--- config.mk ---
export PLATFORM = sky130hd
export DESIGN_NAME = mmio_uart_tx
export DESIGN_NICKNAME = d
export VERILOG_FILES = /design/src/rtl/mmio_uart_tx.sv
export SDC_FILE = /design/constraint.sdc
export NUM_CORES = 1
export LEC_CHECK = 0
export BUFFER_PORTS_ARGS = -buffer_cell sky130_fd_sc_hd__buf_2
export CAP_MARGIN = 5
export CELL_PAD_IN_SITES_DETAIL_PLACEMENT = 2
export CELL_PAD_IN_SITES_GLOBAL_PLACEMENT = 2
export CORE_MARGIN = 5
export CORE_UTILIZATION = 34
export CTS_CLUSTER_DIAMETER = 50
export DETAILED_ROUTE_END_ITERATION = 8
export PLACE_DENSITY_LB_ADDON = 0.1
export SYNTH_ARGS = -nofsm -noshare
export SYNTH_HDL_FRONTEND = slang
export SYNTH_SLANG_ARGS = --single-unit
--- constraint.sdc ---
create_clock -name clk -period 3.1 [get_ports clk]
set_clock_uncertainty 0.1 [all_clocks]
set_input_delay 0.155 -clock clk [delete_from_list [all_inputs] [get_ports clk]]
set_output_delay 0.155 -clock clk [all_outputs]
set_load 0.01 [all_outputs]
--- src/rtl/mmio_uart_tx.sv ---
// Memory-mapped UART transmitter: byte FIFO at 0x0, STATUS/overflow-clear at 0x4, 8N1 serializer.
// Loads return one cycle after bus_re; stores to a full FIFO are dropped and flagged as overflow.
module mmio_uart_tx #(
  parameter int CLKS_PER_BIT = 868,
  parameter int FIFO_DEPTH   = 8
) (
  input  logic        clk,
  input  logic        rst,
  input  logic        bus_we,
  input  logic        bus_re,
  input  logic [3:0]  bus_addr,
  input  logic [31:0] bus_wdata,
  output logic [31:0] bus_rdata,
  output logic        uart_tx,
  output logic        tx_irq
);
  localparam int AW = $clog2(FIFO_DEPTH);
  localparam int CW = AW + 1;
  localparam logic [15:0] BAUD_LAST = 16'(CLKS_PER_BIT - 1);

  typedef enum logic [1:0] {IDLE, START, DATA, STOP} state_t;

  state_t        state;
  logic [15:0]   baud_cnt;
  logic [2:0]    bit_idx;
  logic [7:0]    shift_reg;
  logic [7:0]    fifo_mem [FIFO_DEPTH];
  logic [AW-1:0] wr_ptr;
  logic [AW-1:0] rd_ptr;
  logic [CW-1:0] fifo_cnt;
  logic          overflow;

  logic        fifo_full;
  logic        fifo_empty;
  logic        wr_txdata;
  logic        wr_status;
  logic        push;
  logic        pop;
  logic        baud_done;
  logic [31:0] status;

  // Full is judged on the pre-edge count, so a pop in the same cycle never frees room for a write.
  assign fifo_full  = fifo_cnt == CW'(FIFO_DEPTH);
  assign fifo_empty = fifo_cnt == '0;
  assign wr_txdata  = bus_we && (bus_addr == 4'h0);
  assign wr_status  = bus_we && (bus_addr == 4'h4);
  assign push       = wr_txdata && !fifo_full;
  assign pop        = (state == IDLE) && !fifo_empty;
  assign baud_done  = baud_cnt == BAUD_LAST;
  assign status     = {16'h0, 8'(fifo_cnt), 4'h0, overflow, state != IDLE, fifo_empty, fifo_full};
  assign tx_irq     = fifo_empty && (state == IDLE);

  always_ff @(posedge clk) begin
    if (!rst && push) begin
      fifo_mem[wr_ptr] <= bus_wdata[7:0];
    end
  end

  always_ff @(posedge clk) begin
    if (rst) begin
      wr_ptr    <= '0;
      rd_ptr    <= '0;
      fifo_cnt  <= '0;
      overflow  <= 1'b0;
      bus_rdata <= '0;
    end else begin
      if (push) begin
        wr_ptr <= wr_ptr + AW'(1);
      end
      if (pop) begin
        rd_ptr <= rd_ptr + AW'(1);
      end
      if (push && !pop) begin
        fifo_cnt <= fifo_cnt + CW'(1);
      end else if (pop && !push) begin
        fifo_cnt <= fifo_cnt - CW'(1);
      end
      if (wr_txdata && fifo_full) begin
        overflow <= 1'b1;
      end else if (wr_status && bus_wdata[3]) begin
        overflow <= 1'b0;
      end
      if (bus_re) begin
        bus_rdata <= (bus_addr == 4'h4) ? status : '0;
      end
    end
  end

  always_ff @(posedge clk) begin
    if (rst) begin
      state     <= IDLE;
      baud_cnt  <= '0;
      bit_idx   <= '0;
      shift_reg <= '0;
      uart_tx   <= 1'b1;
    end else begin
      case (state)
        IDLE: begin
          uart_tx  <= 1'b1;
          baud_cnt <= '0;
          if (pop) begin
            shift_reg <= fifo_mem[rd_ptr];
            uart_tx   <= 1'b0;
            state     <= START;
          end
        end
        START: begin
          if (baud_done) begin
            baud_cnt <= '0;
            uart_tx  <= shift_reg[0];
            state    <= DATA;
          end else begin
            baud_cnt <= baud_cnt + 16'd1;
          end
        end
        DATA: begin
          if (baud_done) begin
            baud_cnt <= '0;
            bit_idx  <= bit_idx + 3'd1;
            // Shifting right keeps the next bit to send at shift_reg[1] after each bit period.
            if (bit_idx == 3'd7) begin
              uart_tx <= 1'b1;
              state   <= STOP;
            end else begin
              uart_tx   <= shift_reg[1];
              shift_reg <= {1'b0, shift_reg[7:1]};
            end
          end else begin
            baud_cnt <= baud_cnt + 16'd1;
          end
        end
        STOP: begin
          if (baud_done) begin
            baud_cnt <= '0;
            state    <= IDLE;
          end else begin
            baud_cnt <= baud_cnt + 16'd1;
          end
        end
        default: state <= IDLE;
      endcase
    end
  end
endmodule

==> results.py, run 1 <==
metrics = {
    "worst_hold_path": {
        "whs_path_depth": 5,
        "hold_class": "in -> reg",
        "min_to": "overflow$_SDFFE_PP0P_",
        "worstHoldStart": "bus_addr[0]",
    },
    "cells_and_area": {
        "area_growth_pct": 19.4,
        "mostFrequentLayoutCells": "64 x edfxtp_1, 52 x dfxtp_1, 46 x nor2_1, 25 x a21oi_1, 25 x buf_2",
        "top_regs": "fifo_mem (64), baud_cnt (16)",
        "finalInstanceArea_um2": 6110,
        "regMostFlops": "fifo_mem",
        "antennaDiodeCount": 0,
        "fillCellCount": 1505,
        "drive_gt1_share_pct": 19.2,
        "largest_reg_flops": 64,
        "final_util_pct": 41.7,
        "mostFrequentLayoutCell": "edfxtp_1",
        "fin_nets": 524,
    },
    "yosys": {
        "synth-seq-cells": 116,
        "yosys-top-cells-area": "edfxtp_1 38%, dfxtp_1 20%, mux2i_1 4.3%, mux4_2 4.0%, buf_4 3.8%",
        "synth_edf_count": 64,
        "synth_ff_type": "edfxtp_1",
        "synth_cell_types": 51,
        "async_flop_share_pct": 0,
        "synth_top_area_cell": "edfxtp_1",
        "ys_seq_area_share_pct": 57.9,
        "avgSynthCellArea_um2": 12.2,
        "synth.cell_area_um2": 5120,
        "synth_cells": 421,
        "yosysWarningCount": 0,
        "synth_top_area_share_pct": 37.6,
    },
    "worst_setup_path": {
        "crit_chain": "dlygate4sd3_1 > buf_2 > or4b_4 > nor3_4 > ha_1 > inv_1 > ha_1 > a21o_1 > a21oi_1 > mux2i_1 > mux2_2",
        "cp-end-kind": "register",
        "r2r-end": "fifo_cnt[3]$_SDFFE_PP0P_",
        "crit_path_start_kind": "input port",
        "regToRegSetupSlack_ns": 0.40,
        "path_max_fanout": 4,
        "worstSetupPathType": "in -> reg",
        "cpPeakStageDelay_ns": 0.52,
        "reg2reg_depth": 10,
        "crit_path_frequent_cell": "ha_1",
        "cp.arrival_ns": 3.00,
        "cpMaxStageDelayCell": "dlygate4sd3_1",
        "rr_startpoint": "fifo_cnt[0]$_SDFFE_PP0P_",
        "cp.required_ns": 3.30,
        "crit_family": "buffers and inverters",
        "crit_buf_inv": 3,
    },
    "grt": {
        "grt_max_degree": 30,
        "grt_pass1_vias": 3792,
        "grt_overflow": 0,
        "antenna_found_initial": 0,
        "grt_pass1_wl_mm": 20.1,
        "grt_usage_pct": 14.7,
    },
    "placed_design": {
        "pre_cts_ws_ns": 0.146,
        "place_area_um2": 5430,
        "place_hpwl_mm": 8.22,
        "numPortBuffers": 25,
        "gp_congestion": 0.748,
    },
    "flow_run": {
        "maxCapViolCount": 0,
    },
    "timing": {
        "holdWs_ns": 0.0411,
        "setup_viol": 0,
        "finalWorstSetupSlack_ns": 0.303,
        "slew-limit-headroom_pct": 56.9,
        "period_minus_slack_ns": 2.80,
        "worst_pin_slew_ns": 0.645,
        "rsz0062_at_grt": "no",
        "setup_tns_ns": 0,
        "min_period_over_period_pct": 90.2,
        "fmax_mhz": 358,
        "hold_violations": 0,
        "drv_slew": 0,
    },
    "run_status": {
        "outcome": "finished clean",
    },
    "clock_tree": {
        "cts_buffers": 17,
        "cts_tree": "yes",
        "insertion_delay_ns": 0.41,
        "cts_sinks": 116,
        "cts.path.max_buffers": 2,
        "clk_pin_slew_ns": 0.06,
        "cts-root-buf": "clkbuf_16",
        "cts.htree.levels": 4,
        "post_cts_buffers": 0,
    },
    "floorplan": {
        "ios": 74,
        "coreArea_um2": 14600,
        "die_h_um": 133,
        "start_util_pct": 34.9,
        "dieArea_um2": 17600,
        "fp.dieW_um": 133,
        "row_count": 44,
    },
    "pwr": {
        "internal-power_w": 0.00338,
        "combPwrFrac_pct": 20.3,
        "power.switching_w": 0.00142,
        "power_density_nw_per_um2": 784,
        "pwr-share-seq_pct": 38.4,
        "irDropWorstVdd_mv": 0.424,
        "switching_share_pct": 29.6,
        "p_clk_share_pct": 41.2,
        "p_leak_nw": 2.14,
    },
    "routing": {
        "ant_nets": 0,
        "drc": 0,
        "wl_per_cell_um": 18.3,
        "first_iter_violations": 217,
        "vias": 3395,
        "finalWirelength_mm": 12.2,
        "dr.pass1.iters": 4,
        "viasPerCell": 5.08,
    },
}
## layout make-up
| cell class | instances | area (µm²) | share of cell area (%) |
|---|---|---|---|
| flip-flops and latches | 116 | 2960 | 48.5 |
| multi-input cells | 273 | 1930 | 31.6 |
| clock buffers | 18 | 429 | 7.02 |
| repair buffers | 53 | 358 | 5.86 |
| well taps | 184 | 230 | 3.77 |
| clock inverters | 14 | 161 | 2.64 |
| inverters | 10 | 37.5 | 0.614 |
## tightest hold or removal path, stage by stage
cell	delay (ns)
buf_2	0.09
nor3_1	0.06
nand3_1	0.08
a2bb2oi_1	0.06
nor2_1	0.07
## synthesized netlist by cell type, types with 9 or more instances
master     n
dfxtp_1   52
mux2i_1   22
ha_1      12
nor2_1    46
xnor2_1   13
inv_1     10
edfxtp_1  64
nand3_1    9
clkbuf_1  15
nor2b_1   10
a21oi_1   25
mux4_2     9
o21ai_0   14
nand2_1   16
buf_4     26
## metrics by stage
| step | total power (W) | std cells |
|---|---|---|
| 2_1_floorplan | 0.00256 | 444 |
| 3_3_place_gp | 0.00282 | 627 |
| 3_5_place_dp | 0.00285 | 627 |
| 4_1_cts | 0.00487 | 668 |
| 5_1_grt | 0.00506 | 668 |
| 6_report | 0.00479 | 668 |
## power groups by stage
stage          sequential (W)  clock [W]  combinational (W)
2_1_floorplan         0.00182          0           0.000737
3_3_place_gp          0.00187          0           0.000943
3_5_place_dp          0.00188          0           0.000974
4_1_cts               0.00185    0.00203           0.000993
5_1_grt               0.00186    0.00212            0.00109
6_report              0.00184    0.00198           0.000974
## timing repair
action / 4_1_cts / 5_1_grt
setup endpoints to repair: 0 / 1
gates resized for setup: 0 / 1
hold buffers: 9 / 0
hold endpoints to repair: 65 / 0
## how the worst max path moves through the flow
stage                        startpoint                        to  slack (ns)  cells past startpoint
6_report                         bus_we  fifo_cnt[3]$_SDFFE_PP0P_        0.30                     11
2_1_floorplan  fifo_cnt[0]$_SDFFE_PP0P_  fifo_cnt[3]$_SDFFE_PP0P_        0.23                      9
3_5_place_dp                bus_addr[1]  fifo_cnt[3]$_SDFFE_PP0P_        0.15                     10
4_1_cts                          bus_we  fifo_cnt[3]$_SDFFE_PP0P_        0.11                     11
3_3_place_gp                bus_addr[1]  fifo_cnt[3]$_SDFFE_PP0P_        0.20                     10
5_1_grt                          bus_we  fifo_cnt[3]$_SDFFE_PP0P_        0.18                     11
## routing by layer
metal	part of all wire, %	global-route usage (%)	vias up
met3	3.4	4.06	14
met1	43	16.8	1722
met5	0	0	-
li1	-	-	1601
met4	1.4	5.25	0
met2	53	26.4	58
## cells by family after synthesis
group	count (synthesis)	synth area share, %
AND/OR/NAND/NOR	123	12.7
flip-flops	116	57.9
AO/OA/AOI/OAI	64	8.44
adder cells (fa/ha/maj)	13	3.33
other	1	0.0733
XOR/XNOR	17	2.91
multiplexers	32	8.49
buffers and inverters	55	6.11
No activity file was read; power rests on OpenSTA's default activity.
==> run 2: changes to the inputs <==
- ABC_AREA: default -> 1
- CORE_MARGIN: 5 -> 1
- CORE_UTILIZATION: 34 -> 31
==> results.py, run 2 <==
metrics = {
    "grt": {
        "antenna_found_initial": 0,
        "grt_usage_pct": 17.7,
        "grt_pass1_vias": 4475,
        "grt_max_degree": 33,
        "grt_overflow": 0,
        "grt_pass1_wl_mm": 23.5,
    },
    "cells_and_area": {
        "antennaDiodeCount": 0,
        "mostFrequentLayoutCells": "157 x nand2_1, 64 x nand3_1, 64 x edfxtp_1, 52 x nor2_1, 52 x dfxtp_1",
        "regMostFlops": "fifo_mem",
        "top_regs": "fifo_mem (64), baud_cnt (16)",
        "fin_nets": 692,
        "mostFrequentLayoutCell": "nand2_1",
        "drive_gt1_share_pct": 14.4,
        "largest_reg_flops": 64,
        "area_growth_pct": 18.9,
        "final_util_pct": 37.9,
    },
    "yosys": {
        "synth_most_common_cell": "nand2_1",
        "yosysWarningCount": 0,
        "synth_cells": 591,
        "synth_ff_type": "edfxtp_1",
        "synth-seq-cells": 116,
        "avgSynthCellArea_um2": 8.94,
        "synth_top_area_share_pct": 36.4,
        "synth_cell_types": 34,
        "synth_edf_count": 64,
        "yosys-top-cells-area": "edfxtp_1 36%, dfxtp_1 20%, nand2_1 11%, nand3_1 6.1%, buf_4 3.7%",
        "async_flop_share_pct": 0,
        "ys_seq_area_share_pct": 56.1,
        "synthTopCellsByCount": "157 x nand2_1, 64 x edfxtp_1, 64 x nand3_1",
        "synth.cell_area_um2": 5280,
        "synth_top_area_cell": "edfxtp_1",
    },
    "clock_tree": {
        "cts_sinks": 116,
        "cts_tree": "yes",
        "insertion_delay_ns": 0.42,
        "cts.path.max_buffers": 2,
        "cts-root-buf": "clkbuf_16",
        "cts_buffers": 17,
        "clk_pin_slew_ns": 0.06,
        "cts.htree.levels": 4,
    },
    "timing": {
        "hold_violations": 0,
        "rsz0062_at_grt": "no",
        "slew-limit-headroom_pct": 32.7,
        "setup_viol": 0,
        "drv_slew": 0,
        "min_period_over_period_pct": 86.6,
        "period_minus_slack_ns": 2.68,
        "setup_tns_ns": 0,
        "worst_pin_slew_ns": 1.01,
        "fmax_mhz": 373,
    },
    "placed_design": {
        "gp_congestion": 0.733,
        "place_hpwl_mm": 9.54,
        "numPortBuffers": 25,
    },
    "flow_run": {
        "maxCapViolCount": 0,
    },
    "worst_hold_path": {
        "worstHoldStart": "bus_wdata[3]",
        "hold_class": "in -> reg",
    },
    "worst_setup_path": {
        "cp-end-kind": "register",
        "crit_path_start_kind": "register",
        "endpoint": "fifo_cnt[3]$_SDFFE_PP0P_",
        "cpMaxStageDelayCell": "dfxtp_1",
        "path_max_fanout": 5,
        "reg2reg_depth": 16,
        "critical_path.startpoint": "fifo_cnt[0]$_SDFFE_PP0P_",
        "r2r-end": "fifo_cnt[3]$_SDFFE_PP0P_",
        "crit_path_frequent_cell": "nand2_1",
        "cp.required_ns": 3.35,
        "crit_chain": "inv_1 > nand3_1 > o21ai_1 > inv_1 > ha_1 > inv_1 > ha_1 > nand2_1 > inv_1 > o21ai_0 > nand2_1 > a21oi_1 > nand2_1 > nand2_1 > nand2_1 > nor2_1",
        "crit_family": "compound AO/OA/AOI/OAI gates",
        "worstSetupPathType": "reg -> reg",
        "cp.arrival_ns": 2.93,
        "cp.depth": 16,
        "cpPeakStageDelay_ns": 0.35,
        "rr_startpoint": "fifo_cnt[0]$_SDFFE_PP0P_",
        "regToRegSetupSlack_ns": 0.42,
        "crit_buf_inv": 4,
    },
    "floorplan": {
        "dieArea_um2": 17600,
        "ios": 74,
        "fp.dieW_um": 133,
        "row_count": 47,
        "coreArea_um2": 16600,
        "start_util_pct": 31.8,
        "die_h_um": 133,
    },
    "routing": {
        "finalWirelength_mm": 14.2,
        "vias": 4110,
        "viasPerCell": 4.71,
        "ant_nets": 0,
        "first_iter_violations": 111,
        "drc": 0,
        "dr.pass1.iters": 4,
        "wl_per_cell_um": 16.2,
    },
    "pwr": {
        "power_density_nw_per_um2": 858,
        "irDropWorstVdd_mv": 0.382,
        "p_leak_nw": 2.50,
    },
    "run_status": {
        "outcome": "finished clean",
    },
}
run 2: changes by cell type after synthesis, sizes merged, moves of 9 or more:
| cell | before | now |
|---|---|---|
| nor2 | 46 | 56 |
| mux4 | 9 | 0 |
| o21ai | 14 | 25 |
| inv | 10 | 49 |
| nor2b | 10 | 0 |
| a21oi | 25 | 40 |
| nand3 | 9 | 65 |
| nand2 | 16 | 162 |
| xnor2 | 13 | 0 |
| clkbuf | 15 | 4 |
| mux2i | 22 | 0 |
run 2: power by group:
| group | internal [W] | switching, W | total [W] |
|---|---|---|---|
| Combinational | 0.000503 | 0.00107 | 0.00158 |
| Sequential | 0.00175 | 0.0000888 | 0.00184 |
| Clock | 0.00126 | 0.000714 | 0.00197 |
| Total | 0.00351 | 0.00188 | 0.00539 |
run 2: how the worst min path moves through the flow:
stage                                 endpoint  slack, ns  cells past startpoint
CTS                  bus_rdata[3]$_SDFFE_PP0P_      0.002                      2
global route          fifo_mem[3][3]$_DFFE_PP_      0.007                      1
detailed placement    fifo_mem[0][4]$_DFFE_PP_       0.33                      1
finish                fifo_mem[3][3]$_DFFE_PP_      0.007                      1
global placement      fifo_mem[1][4]$_DFFE_PP_       0.32                      1
floorplan           bus_rdata[11]$_SDFFE_PP0P_       0.12                      1
run 2: layout make-up:
| cell class | instances | area (µm²) |
|---|---|---|
| clock buffers | 19 | 433 |
| clock inverters | 13 | 156 |
| fillers | 1834 | 10300 |
| inverters | 49 | 184 |
| multi-input cells | 408 | 1960 |
| flip-flops and latches | 116 | 2960 |
| well taps | 220 | 275 |
| repair buffers | 47 | 310 |
run 2: routing by layer:
layer / part of all wire, % / track usage (%) / vias up
li1: - / - / 2005
met4: 1.8 / 6.58 / 0
met5: 0 / 0 / -
met3: 1.7 / 3.72 / 17
met1: 45 / 20.4 / 2051
met2: 52 / 32.0 / 37
run 2: worst register-to-register path, cell delays in order, from the launching register on:
cell and delay [ns]:
dfxtp_1 0.35, inv_1 0.12, nand3_1 0.13, o21ai_1 0.32
inv_1 0.15, ha_1 0.22, inv_1 0.14, ha_1 0.26
nand2_1 0.07, inv_1 0.04, o21ai_0 0.22, nand2_1 0.09
a21oi_1 0.14, nand2_1 0.09, nand2_1 0.06, nand2_1 0.04
nor2_1 0.10
run 2: kinds of logic after synthesis:
group                    Yosys count  share of synthesized area (%)
AO/OA/AOI/OAI                     71                           7.34
XOR/XNOR                           2                          0.332
adder cells (fa/ha/maj)           13                           3.22
buffers and inverters             90                           8.48
flip-flops                       116                           56.1
other                              1                         0.0710
AND/OR/NAND/NOR                  298                           24.4
run 2: per-stage QoR:
stage | setup slack (ns) | power (W) | hold WS (ns) | instances | instance area [µm²]
detailed placement | 0.205 | 0.00346 | 0.331 | 832 | 5610
CTS | 0.189 | 0.00549 | 0.00195 | 872 | 6280
global route | 0.0821 | 0.00576 | 0.00691 | 872 | 6280
finish | 0.417 | 0.00539 | 0.00654 | 872 | 6280
global placement | 0.360 | 0.00340 | 0.321 | 832 | 5610
floorplan | 0.689 | 0.00301 | 0.124 | 614 | 5370
run 2: timing repair:
action / in CTS / in global routing
setup buffers: 0 / 0
endpoints found under the setup margin: 0 / 1
hold buffers: 8 / 0
hold endpoints to repair: 57 / 0
resized for setup: 0 / 1
==> run 3: changes to the inputs <==
- PLACE_DENSITY: default -> 0.85
- PLACE_DENSITY_LB_ADDON: 0.1 -> default
- clock period: 3.1 -> 2.2 ns (I/O delays scaled with it)
==> results.py, run 3 (synthesis results as in run 2) <==
metrics = {
    "timing": {
        "holdWs_ns": 0.0545,
        "slew-limit-headroom_pct": 57.2,
        "fmax_mhz": 430,
        "worst_pin_slew_ns": 0.642,
        "rsz0062_at_grt": "yes",
        "drv_slew": 0,
        "setup_viol": 3,
        "min_period_over_period_pct": 106,
        "hold_violations": 0,
        "finalWorstSetupSlack_ns": -0.127,
        "setup_tns_ns": -0.281,
        "period_minus_slack_ns": 2.33,
    },
    "routing": {
        "first_iter_violations": 187,
        "drc": 0,
        "dr.pass1.iters": 4,
        "vias": 4467,
        "ant_nets": 0,
        "finalWirelength_mm": 17.9,
        "viasPerCell": 4.94,
        "wl_per_cell_um": 19.8,
    },
    "placed_design": {
        "gp_congestion": 0.738,
        "place_inst": 850,
        "place_hpwl_mm": 10.5,
        "numPortBuffers": 25,
    },
    "worst_setup_path": {
        "cp-end-kind": "register",
        "cp.required_ns": 2.42,
        "reg2reg_depth": 16,
        "r2r-end": "fifo_cnt[3]$_SDFFE_PP0P_",
        "crit_path_start_kind": "register",
        "path_max_fanout": 4,
        "regToRegSetupSlack_ns": -0.13,
        "worstSetupPathType": "reg -> reg",
        "rr_startpoint": "fifo_cnt[2]$_SDFFE_PP0P_",
        "cp.arrival_ns": 2.55,
    },
    "clock_tree": {
        "cts.htree.levels": 4,
        "cts-root-buf": "clkbuf_16",
        "cts_buffers": 17,
        "clk_pin_slew_ns": 0.06,
        "cts_tree": "yes",
        "insertion_delay_ns": 0.43,
        "cts_sinks": 116,
        "cts.path.max_buffers": 2,
    },
    "floorplan": {
        "fp.dieW_um": 133,
        "row_count": 47,
        "start_util_pct": 31.8,
        "ios": 74,
        "die_h_um": 133,
        "dieArea_um2": 17600,
        "coreArea_um2": 16600,
    },
    "grt": {
        "use_met3_pct": 4.29,
        "grt-busiest-layer": "met2",
        "grt_usage_pct": 20.9,
        "grt_overflow": 0,
        "grt_pass1_wl_mm": 27.7,
        "antenna_found_initial": 0,
        "met1_usage_pct": 22.2,
        "grt_pass1_vias": 5062,
        "grt_use_met2_pct": 39.4,
        "grt_max_degree": 33,
    },
    "cells_and_area": {
        "largest_reg_flops": 64,
        "top_regs": "fifo_mem (64), baud_cnt (16)",
        "area_growth_pct": 25.4,
        "multi_input_area_um2": 2060,
        "final_cells": 904,
        "antennaDiodeCount": 0,
        "ff_latch_area_um2": 2970,
        "mostFrequentLayoutCell": "nand2_1",
        "fin_nets": 724,
        "regMostFlops": "fifo_mem",
        "fillCellCount": 1829,
        "drive_gt1_share_pct": 22.4,
        "mostFrequentLayoutCells": "153 x nand2_1, 64 x edfxtp_1, 63 x nand3_1, 49 x dfxtp_1, 47 x nor2_1",
        "final_util_pct": 39.9,
    },
    "run_status": {
        "violations": "setup timing",
        "outcome": "finished with violations",
    },
    "worst_hold_path": {
        "worstHoldStart": "bus_addr[2]",
        "whs_path_depth": 5,
        "min_to": "bus_rdata[9]$_SDFFE_PP0P_",
        "hold_class": "in -> reg",
    },
    "flow_run": {
        "maxCapViolCount": 0,
    },
    "pwr": {
        "irDropWorstVdd_mv": 0.533,
        "power_density_nw_per_um2": 1240,
        "p_leak_nw": 2.65,
    },
}
run 3: worst max path at each step:
stage,startpoint,end,cells after the start
after floorplan,fifo_cnt[1]$_SDFFE_PP0P_,fifo_cnt[3]$_SDFFE_PP0P_,16
after global placement,fifo_cnt[2]$_SDFFE_PP0P_,fifo_cnt[3]$_SDFFE_PP0P_,16
after CTS,fifo_cnt[2]$_SDFFE_PP0P_,fifo_cnt[3]$_SDFFE_PP0P_,16
after detailed placement,fifo_cnt[2]$_SDFFE_PP0P_,fifo_cnt[3]$_SDFFE_PP0P_,17
after global routing,fifo_cnt[2]$_SDFFE_PP0P_,fifo_cnt[3]$_SDFFE_PP0P_,17
final,fifo_cnt[2]$_SDFFE_PP0P_,fifo_cnt[3]$_SDFFE_PP0P_,16
run 3: report_power, final:
group | internal (W) | switching [W]
clock network | 0.00156 | 0.00110
registers | 0.00247 | 0.000137
logic | 0.00106 | 0.00190
total | 0.00510 | 0.00314
run 3: cell type report:
type / instances / area share (%)
clock buffer: 18 / 6.48
clock inverter: 14 / 1.98
inverter: 49 / 2.91
multi-input combinational: 408 / 31.2
sequential: 116 / 44.8
tap: 220 / 4.16
timing repair buffer: 79 / 8.47
run 3: stage by stage:
stage               total power (W)  cell area, µm²  setup WS [ns]
global placement            0.00489            5750       -0.00830
finish                      0.00823            6620         -0.127
CTS                         0.00798            6500        0.00988
global route                0.00867            6620         -0.176
detailed placement          0.00509            5750         -0.202
floorplan                   0.00426            5380        0.00562
run 3: worst max-delay path, cell delays in order (launching register included):
cell,delay [ns]
dfxtp_2,0.34
inv_2,0.09
nand3_4,0.13
nor2_4,0.17
nor2_4,0.05
inv_2,0.08
ha_4,0.17
inv_6,0.05
ha_4,0.22
nand2_4,0.06
inv_2,0.04
o21ai_2,0.15
nand2_1,0.10
a21oi_2,0.17
nand2_2,0.10
nor2_2,0.17
nor2_2,0.04
run 3: timing repair:
item                                   CTS  global route
setup endpoints to repair                3             4
hold buffers                            12             0
endpoints found under the hold margin   77             0
setup buffers                            1             9
gates resized for setup                 20            19
pin swaps                                5            12
run 3: metal layers:
layer | vias up | wire, µm
li1 | 2071 | -
met1 | 2281 | 7010
met2 | 70 | 9830
met3 | 45 | 401
met4 | 0 | 660
met5 | - | 0
